## src/rtl/fp_multiplier_if.sv

```systemverilog
// Operand/result handshake bundle between the multiplier and its neighbours.
// The master drives operands and their rdy flags; the slave returns the product and done.
interface fp_multiplier_if;
  logic [31:0] x_data;
  logic [31:0] y_data;
  logic        x_rdy;
  logic        y_rdy;
  logic [31:0] z_data;
  logic        done;

  modport master (
    output x_data, y_data, x_rdy, y_rdy,
    input  z_data, done
  );

  modport slave (
    input  x_data, y_data, x_rdy, y_rdy,
    output z_data, done
  );
endinterface

```

## src/rtl/fp_multiplier.sv

```systemverilog
// Multi-cycle IEEE-754 binary32 multiplier with round-to-nearest-even and
// denormal support; its z_data/done feed the float adder's operand handshake.
module fp_multiplier (
  input  logic            clk,
  input  logic            rst,
  fp_multiplier_if.slave  bus
);

  typedef enum logic [3:0] {
    IDLE, UNPACK, SPECIAL, NORM_IN, MULT, PRODUCT, DENORM, ROUND, PACK, DONE
  } state_e;

  state_e             state_q, state_d;
  logic [31:0]        xRaw_q, xRaw_d;
  logic [31:0]        yRaw_q, yRaw_d;
  logic [23:0]        xM_q, xM_d;
  logic [23:0]        yM_q, yM_d;
  logic signed [9:0]  xE_q, xE_d;
  logic signed [9:0]  yE_q, yE_d;
  logic               zS_q, zS_d;
  logic signed [9:0]  zE_q, zE_d;
  logic [23:0]        zM_q, zM_d;
  logic [47:0]        prod_q, prod_d;
  logic               guard_q, guard_d;
  logic               round_q, round_d;
  logic               sticky_q, sticky_d;
  logic               zReady_q, zReady_d;
  logic [31:0]        zData_q, zData_d;
  logic               done_q, done_d;

  logic xNan, yNan, xInf, yInf, xZero, yZero;
  logic [7:0] packExp;

  assign xNan  = (xRaw_q[30:23] == 8'hFF) && (|xRaw_q[22:0]);
  assign yNan  = (yRaw_q[30:23] == 8'hFF) && (|yRaw_q[22:0]);
  assign xInf  = (xRaw_q[30:23] == 8'hFF) && !(|xRaw_q[22:0]);
  assign yInf  = (yRaw_q[30:23] == 8'hFF) && !(|yRaw_q[22:0]);
  assign xZero = (xRaw_q[30:23] == 8'h00) && !(|xRaw_q[22:0]);
  assign yZero = (yRaw_q[30:23] == 8'h00) && !(|yRaw_q[22:0]);

  // Only the low byte matters: after rounding z_e lies in -126..127 here.
  assign packExp = zE_q[7:0] + 8'd127;

  assign bus.z_data = zData_q;
  assign bus.done   = done_q;

  always_comb begin
    state_d  = state_q;
    xRaw_d   = xRaw_q;
    yRaw_d   = yRaw_q;
    xM_d     = xM_q;
    yM_d     = yM_q;
    xE_d     = xE_q;
    yE_d     = yE_q;
    zS_d     = zS_q;
    zE_d     = zE_q;
    zM_d     = zM_q;
    prod_d   = prod_q;
    guard_d  = guard_q;
    round_d  = round_q;
    sticky_d = sticky_q;
    zReady_d = zReady_q;
    zData_d  = zData_q;
    done_d   = done_q;

    case (state_q)
      IDLE: begin
        if (bus.x_rdy && bus.y_rdy) begin
          xRaw_d  = bus.x_data;
          yRaw_d  = bus.y_data;
          state_d = UNPACK;
        end
      end

      UNPACK: begin
        zS_d     = xRaw_q[31] ^ yRaw_q[31];
        zReady_d = 1'b0;
        if (xRaw_q[30:23] == 8'h00) begin
          xE_d = -10'sd126;
          xM_d = {1'b0, xRaw_q[22:0]};
        end else begin
          xE_d = $signed({2'b00, xRaw_q[30:23]}) - 10'sd127;
          xM_d = {1'b1, xRaw_q[22:0]};
        end
        if (yRaw_q[30:23] == 8'h00) begin
          yE_d = -10'sd126;
          yM_d = {1'b0, yRaw_q[22:0]};
        end else begin
          yE_d = $signed({2'b00, yRaw_q[30:23]}) - 10'sd127;
          yM_d = {1'b1, yRaw_q[22:0]};
        end
        state_d = SPECIAL;
      end

      // Special results are written here and published through PACK one edge later.
      SPECIAL: begin
        state_d  = PACK;
        zReady_d = 1'b1;
        if (xNan || yNan) begin
          zData_d = 32'h7FC0_0000;
        end else if ((xInf && yZero) || (xZero && yInf)) begin
          zData_d = 32'h7FC0_0000;
        end else if (xInf || yInf) begin
          zData_d = {zS_q, 8'hFF, 23'd0};
        end else if (xZero || yZero) begin
          zData_d = {zS_q, 31'd0};
        end else begin
          zReady_d = 1'b0;
          state_d  = NORM_IN;
        end
      end

      NORM_IN: begin
        if (!xM_q[23]) begin
          xM_d = xM_q << 1;
          xE_d = xE_q - 10'sd1;
        end else if (!yM_q[23]) begin
          yM_d = yM_q << 1;
          yE_d = yE_q - 10'sd1;
        end else begin
          state_d = MULT;
        end
      end

      MULT: begin
        prod_d  = {24'd0, xM_q} * {24'd0, yM_q};
        zE_d    = xE_q + yE_q;
        state_d = PRODUCT;
      end

      PRODUCT: begin
        if (prod_q[47]) begin
          zM_d     = prod_q[47:24];
          guard_d  = prod_q[23];
          round_d  = prod_q[22];
          sticky_d = |prod_q[21:0];
          zE_d     = zE_q + 10'sd1;
        end else begin
          zM_d     = prod_q[46:23];
          guard_d  = prod_q[22];
          round_d  = prod_q[21];
          sticky_d = |prod_q[20:0];
        end
        state_d = DENORM;
      end

      // Shift into the denormal range; a mantissa shifted out entirely becomes a signed zero.
      DENORM: begin
        if (zM_q == 24'd0) begin
          zData_d  = {zS_q, 31'd0};
          zReady_d = 1'b1;
          state_d  = PACK;
        end else if (zE_q < -10'sd126) begin
          zM_d     = zM_q >> 1;
          zE_d     = zE_q + 10'sd1;
          guard_d  = zM_q[0];
          round_d  = guard_q;
          sticky_d = sticky_q | round_q;
        end else begin
          state_d = ROUND;
        end
      end

      ROUND: begin
        if (guard_q && (round_q || sticky_q || zM_q[0])) begin
          if (zM_q == 24'hFF_FFFF) begin
            zM_d = 24'h80_0000;
            zE_d = zE_q + 10'sd1;
          end else begin
            zM_d = zM_q + 24'd1;
          end
        end
        state_d = PACK;
      end

      PACK: begin
        done_d  = 1'b1;
        state_d = DONE;
        if (!zReady_q) begin
          if (zE_q > 10'sd127) begin
            zData_d = {zS_q, 8'hFF, 23'd0};
          end else if ((zE_q == -10'sd126) && !zM_q[23]) begin
            zData_d = {zS_q, 8'h00, zM_q[22:0]};
          end else begin
            zData_d = {zS_q, packExp, zM_q[22:0]};
          end
        end
      end

      DONE: begin
        if (!(bus.x_rdy && bus.y_rdy)) begin
          done_d  = 1'b0;
          state_d = IDLE;
        end
      end

      default: begin
        state_d = IDLE;
      end
    endcase
  end

  always_ff @(posedge clk) begin
    if (rst) begin
      state_q  <= IDLE;
      xRaw_q   <= '0;
      yRaw_q   <= '0;
      xM_q     <= '0;
      yM_q     <= '0;
      xE_q     <= '0;
      yE_q     <= '0;
      zS_q     <= 1'b0;
      zE_q     <= '0;
      zM_q     <= '0;
      prod_q   <= '0;
      guard_q  <= 1'b0;
      round_q  <= 1'b0;
      sticky_q <= 1'b0;
      zReady_q <= 1'b0;
      zData_q  <= '0;
      done_q   <= 1'b0;
    end else begin
      state_q  <= state_d;
      xRaw_q   <= xRaw_d;
      yRaw_q   <= yRaw_d;
      xM_q     <= xM_d;
      yM_q     <= yM_d;
      xE_q     <= xE_d;
      yE_q     <= yE_d;
      zS_q     <= zS_d;
      zE_q     <= zE_d;
      zM_q     <= zM_d;
      prod_q   <= prod_d;
      guard_q  <= guard_d;
      round_q  <= round_d;
      sticky_q <= sticky_d;
      zReady_q <= zReady_d;
      zData_q  <= zData_d;
      done_q   <= done_d;
    end
  end

endmodule

```

## src/flat_wrapper.sv

```systemverilog
// flat-port wrapper written by rule: the top's interface ports become plain ports
module fp_multiplier_flat 
  (clk, rst, bus_x_data, bus_y_data, bus_x_rdy, bus_y_rdy, bus_z_data, bus_done);
  fp_multiplier_if bus_i ();
  input  logic clk;
  input  logic rst;
  input wire logic [$bits(bus_i.x_data)-1:0] bus_x_data;
  input wire logic [$bits(bus_i.y_data)-1:0] bus_y_data;
  input wire logic [$bits(bus_i.x_rdy)-1:0] bus_x_rdy;
  input wire logic [$bits(bus_i.y_rdy)-1:0] bus_y_rdy;
  output wire logic [$bits(bus_i.z_data)-1:0] bus_z_data;
  output wire logic [$bits(bus_i.done)-1:0] bus_done;
  assign bus_i.x_data = bus_x_data;
  assign bus_i.y_data = bus_y_data;
  assign bus_i.x_rdy = bus_x_rdy;
  assign bus_i.y_rdy = bus_y_rdy;
  assign bus_z_data = bus_i.z_data;
  assign bus_done = bus_i.done;
  fp_multiplier u_core (.clk(clk), .rst(rst), .bus(bus_i));
endmodule
```

## config.mk

```make
export PLATFORM = sky130hd
export DESIGN_NAME = fp_multiplier_flat
export DESIGN_NICKNAME = d
export VERILOG_FILES = /design/src/rtl/fp_multiplier_if.sv /design/src/rtl/fp_multiplier.sv /design/src/flat_wrapper.sv
export SDC_FILE = /design/constraint.sdc
export NUM_CORES = 2
export LEC_CHECK = 0
export CORE_UTILIZATION = 45
export DETAILED_ROUTE_END_ITERATION = 10
export GPL_TIMING_DRIVEN = 0
export PLACE_DENSITY = 0.7
export SKIP_LAST_GASP = 1
export SYNTH_ARGS = -nofsm -noshare
export SYNTH_HDL_FRONTEND = slang
export SYNTH_SLANG_ARGS = --single-unit
```

## constraint.sdc

```tcl
create_clock -name clk -period 13.8 [get_ports clk]
set_input_delay 2.76 -clock clk [delete_from_list [all_inputs] [get_ports clk]]
set_output_delay 2.76 -clock clk [all_outputs]
set_load 0.03 [all_outputs]
```

* Word level (Yosys, flattened, before mapping)
Index checks and enable logic that the tools add are counted.
Widths: inputs -> output; s select.
** Storage, ports and cells
- Bits in registers :: 256
- Bits in latches :: 0
- RAM bits :: 0
- Bits in read-only memories :: 0
- Bits of input ports :: 68
- Output and inout bits :: 33
- Memories kept :: 0
** Operators by class
- Add/subtract/negate cells :: 8
- $mul :: 1
- Div/mod/pow operators :: 0
- Magnitude comparators :: 2
- Equal/unequal tests :: 28
- Shift operators :: 0
- Muxes and demuxes :: 66
- Bitwise operators :: 2
- Reductions and logical operators :: 46
** Operators with widths (count)
- $mux 24 :: 10
- $mux 32 :: 6
- $mux 10 :: 10
- $pmux 24 s2 :: 2
- $pmux 32 s3 :: 1
- $pmux 24 s3 :: 1
- $mux 31 :: 2
- $mul 24x24->48 :: 1
- $reduce_or 23->1 :: 2
- $mux 4 :: 10
- $pmux 10 s2 :: 2
- $pmux 10 s4 :: 1
- $pmux 4 s10 :: 1
- $add 24x1->24 const B :: 1
- $eq 24x24->1 const B :: 1
- $logic_not 24->1 :: 1
- $reduce_or 22->1 :: 1
- $reduce_or 21->1 :: 1
- $sub 10x2->10 const B :: 2
- $sub 8x7->9 const B :: 2
- $eq 4x3->1 const B :: 4
- $eq 8x8->1 const B :: 2
- $logic_not 8->1 :: 2
- $ne 2x1->1 const B :: 8
- other kinds (29) :: 79

* Longest topological paths before layout
- Word-level depth :: 9
- Depth in mapped cells :: 28

* Worst setup path before layout
OpenSTA, ideal clock, no wires.
- Kind :: reg-to-reg
- Start point :: reg u_core.yM_q[3]
- End point :: reg u_core.prod_q[36]
- Setup time :: 0.070 ns
- Data arrival time :: 6.745 ns
- Required time :: 13.730 ns
- Slack :: 6.985 ns
- Stages on the path, launching flop included :: 28
- Path buffers :: 2
- Clock period less this slack :: 6.815 ns
- Cells stage by stage :: dfxtp_1 > clkbuf_1 > clkbuf_1 > nand2_1 > fa_1 > inv_1 > fa_1 > inv_1 > fa_1 > inv_1 > fa_1 > inv_1 > fa_1 > inv_1 > fa_1 > inv_1 > fa_1 > inv_1 > ha_1 > and4_1 > a221oi_2 > nand2_2 > a221o_1 > a31o_2 > a221oi_2 > xnor2_1 > nand2_1 > a21oi_1
** Between the ends
- Longest elaborated chain between the ends :: 1
** RTL lines
- start, declared :: line fp_multiplier.sv:17 : logic [23:0] yM_q, yM_d;
- start signal, assigned :: line fp_multiplier.sv:227 : yM_q <= yM_d;
- $mul 24x24->48 :: line fp_multiplier.sv:126 : prod_d = {24'd0, xM_q} * {24'd0, yM_q};
- end signal, assigned :: line fp_multiplier.sv:233 : prod_q <= prod_d;
- end, declared :: line fp_multiplier.sv:23 : logic [47:0] prod_q, prod_d;
Every way passes these cells.
A chain may end at the register's enable or synchronous reset.

* Worst setup path in the final report
- Start point :: reg u_core.yM_q[23]
- End point :: reg u_core.prod_q[44]
The elaborated chain is that of the path after synthesis.

==> results.md <==
* Startpoint types: flip-flop
* Nets at 4655
* Worst path depth at 25
* Synth warnings at 0
* Core ar. at 68700 um2
* Number of flops mapped to enable cells by yosys at 0
* Power Dens Cells at 96.5 nW/um2
* Die height at 266 um
* Overflow after GRT at 0
* Worst EP arrival at 8.90 ns
* Via count at 27000
* Worst hold slack at 0.452 ns
* Max_cap viols at 0
* FMAX at 0.119 GHz
* Avg WL per Cell at 20.7 um
* Clk slew on worst S/H paths at 0.08 ns
* Commonest non-fill, non-tap cells in the layout: 651 x nand2_1, 568 x inv_1, 483 x fa_1
* Synth Flop Type: dfxtp_1
* First-pass GRT wire length at 158 mm
* RSZ-0062 raised after global routing: no
* All-Layer GR Usage at 0.292
* Gpl congestion at 0.989
* Iter 0 DRT Violations at 2532
* Hold Buf Count CTS at 0
* CP max-delay cell: clkbuf_1
* CTS Root Buffer Type: clkbuf_16
* Crit path top cell by count: fa_1
* Final Cell Area at 34400 um2
* Vias in the first global route at 27200
* CTS tree: built
* Seq cells post-synth at 256
* Detailed-route DRC error count at 0
* CTS Buf Count at 26
* Global routing's busiest layer: met2
* Critical path peak fanout at 10
* Port bufs at 99
* CP Class: flip-flop to flip-flop
* Mapped Area at 31300 um2
* Area growth syn-to-layout at 9.88%
* CP max stage delay at 0.83 ns
* Final period util at 0.611
* Unique masters post-synth at 76
* Worst endpoint required time at 14.26 ns
* # rows at 96
* Clk sinks at 256
* DPL Wire Length at 81.4 mm
* Lkg Pwr at 15.2 nW
* Fin. Hold Viols at 0
* Register area share after synthesis at 0.164
* Placed inst area at 33400 um2
* GR Layer Usage met2 at 0.473
* Die area at 70600 um2
* Largest net degree at the start of global routing at 16
* # Post-CTS Setup Buffers at 0
* Layout cell share with drive strength beyond 1 at 0.0229
* Hold WC Path Type: flip-flop to flip-flop
* WHS Path Cells at 2
* Max VDD drop at 0.000167 V
* Status: complete, no violations
* Syn nets at 4528
* Post-CTS Resized at 0
* ANT nets after route at 0
* Rel. slew slack at 0.286
* Antenna violations before repair at 4
* TNS Setup at 0 ns
* DR vias/cell at 5.56
* CP endpoint kind: flip-flop
* Most common cell after layout, fill and taps aside: nand2_1
* Drt pass-1 iters at 6
* Endpoints failing setup at 0
* FF-to-FF path depth at 25
* Syn avg cell area at 8.27 um2
* Clock latency on the worst-skew pair at 0.56 ns
* Minimum clock period at 8.44 ns
* Met1 GRT Util at 0.379
* Routing usage on met3 at 0.0530
* Overall routed net length at 101 mm
* Crit-path leading delay family: adder cells
* Post-Synthesis Cells at 3783
* Starting Density at 0.455
* Worst Tran Pin Value at 1.07 ns
* Fin. max-slew vios at 0
* Clock buffer depth at 3
* Final worst clock skew at 0.0217 ns
* Asr flop ratio synth at 0
* Bufs and invs on worst path at 7
* Die width at 266 um
* CTS H-Tree Depth at 1
* Ports at 101
[cell families after synthesis]
group	share of synthesized area
and+or+nand+nor	0.202
buffers and inverters	0.0995
adders and majority gates	0.387
AOI/OAI and AO/OA	0.119
DFF	0.164
xor gates and xnor gates	0.0207
muxes	0.00844
[state kept, by name, summed over array words and instances, names as in the netlist]
register / count
u_core.xM_q: 24
u_core.yM_q: 24
u_core.state_q: 4
u_core.sticky_q: 1
u_core.bus.z_data: 32
u_core.zE_q: 10
u_core.bus.done: 1
u_core.zReady_q: 1
u_core.xRaw_q: 32
u_core.yRaw_q: 32
u_core.round_q: 1
u_core.zS_q: 1
u_core.zM_q: 24
u_core.yE_q: 10
u_core.xE_q: 10
u_core.prod_q: 48
u_core.guard_q: 1
[layout make-up]
cell class | instances | area (um2)
Antenna cell | 4 | 10.0
Buffer | 248 | 982
Clock buffer | 35 | 756
Clock inverter | 13 | 165
Fill cell | 6699 | 34300
Inverter | 568 | 2130
Multi-Input combinational cell | 2711 | 23100
Sequential cell | 256 | 5120
Tap cell | 931 | 1160
Timing Repair Buffer | 99 | 991
[Yosys cell counts (5+ instances only)]
cell | instances | area, um2
nand2_1 | 651 | 2440
inv_1 | 568 | 2130
fa_1 | 483 | 9670
and2_1 | 305 | 1910
a21oi_1 | 280 | 1400
dfxtp_1 | 256 | 5120
clkbuf_1 | 221 | 830
ha_1 | 194 | 2430
nor2_1 | 119 | 447
o21ai_0 | 97 | 485
nand3_1 | 63 | 315
nor3_1 | 54 | 270
a211oi_1 | 47 | 353
a21o_1 | 42 | 315
xnor2_1 | 40 | 350
xor2_1 | 34 | 298
o211ai_1 | 28 | 210
a22oi_1 | 27 | 203
nor3b_1 | 24 | 180
mux2i_1 | 23 | 230
nor4_1 | 22 | 138
nand4_1 | 21 | 131
buf_2 | 14 | 70.1
nand2b_1 | 13 | 81.3
and3_1 | 11 | 68.8
o2bb2ai_1 | 11 | 96.3
o22ai_1 | 10 | 62.6
a31oi_1 | 8 | 50.1
o21a_1 | 8 | 60.1
a221oi_1 | 7 | 61.3
a311oi_1 | 7 | 61.3
buf_1 | 7 | 26.3
nor2b_1 | 7 | 43.8
and4_1 | 5 | 43.8
o21bai_1 | 5 | 37.5
o31ai_1 | 5 | 37.5
or3_1 | 5 | 31.3
[metal layers]
| layer | part of all wire | vias to the layer above | wire length (um) |
|---|---|---|---|
| met1 | 0.40 | 13400 | 40500 |
| met5 | 0 | - | 0 |
| met4 | 0.051 | 0 | 5110 |
| li1 | - | 12200 | - |
| met3 | 0.093 | 245 | 9330 |
| met2 | 0.45 | 1170 | 45800 |
[path summary, 6_finish.rpt]
kind,from,endpoint,slack [ns]
worst min-delay path,u_core.bus.z_data[7],u_core.bus.z_data[7],0.45
worst max register to register,u_core.yM_q[23],u_core.prod_q[44],5.36
worst max-delay path,u_core.yM_q[23],u_core.prod_q[44],5.36
worst min register to register,u_core.bus.z_data[7],u_core.bus.z_data[7],0.45
[metrics by stage]
| step | cells | setup WS [ns] | power, W | util |
|---|---|---|---|---|
| 6_report | 4865 | 5.36 | 0.00332 | 0.500 |
| 4_1_cts | 4861 | 5.54 | 0.00327 | 0.500 |
| 5_1_grt | 4863 | 5.00 | 0.00347 | 0.500 |
| 2_1_floorplan | 3783 | 6.99 | 0.00188 | - |
| 3_5_place_dp | 4813 | 5.56 | 0.00251 | 0.487 |
| 3_3_place_gp | 4813 | 5.59 | 0.00250 | 0.487 |
[tightest hold or removal path, stage by stage (launching register included)]
cell and delay (ns):
dfxtp_1 0.31, nand2_1 0.05, a21oi_1 0.05
[power breakdown]
| group | leakage (nW) | switching [W] | internal (W) |
|---|---|---|---|
| clock | 0.445 | 0.000320 | 0.000444 |
| combinational | 12.7 | 0.00108 | 0.000440 |
| sequential | 2.08 | 0.000188 | 0.000844 |
| total | 15.2 | 0.00159 | 0.00173 |
(Power assumes the default switching activity.)
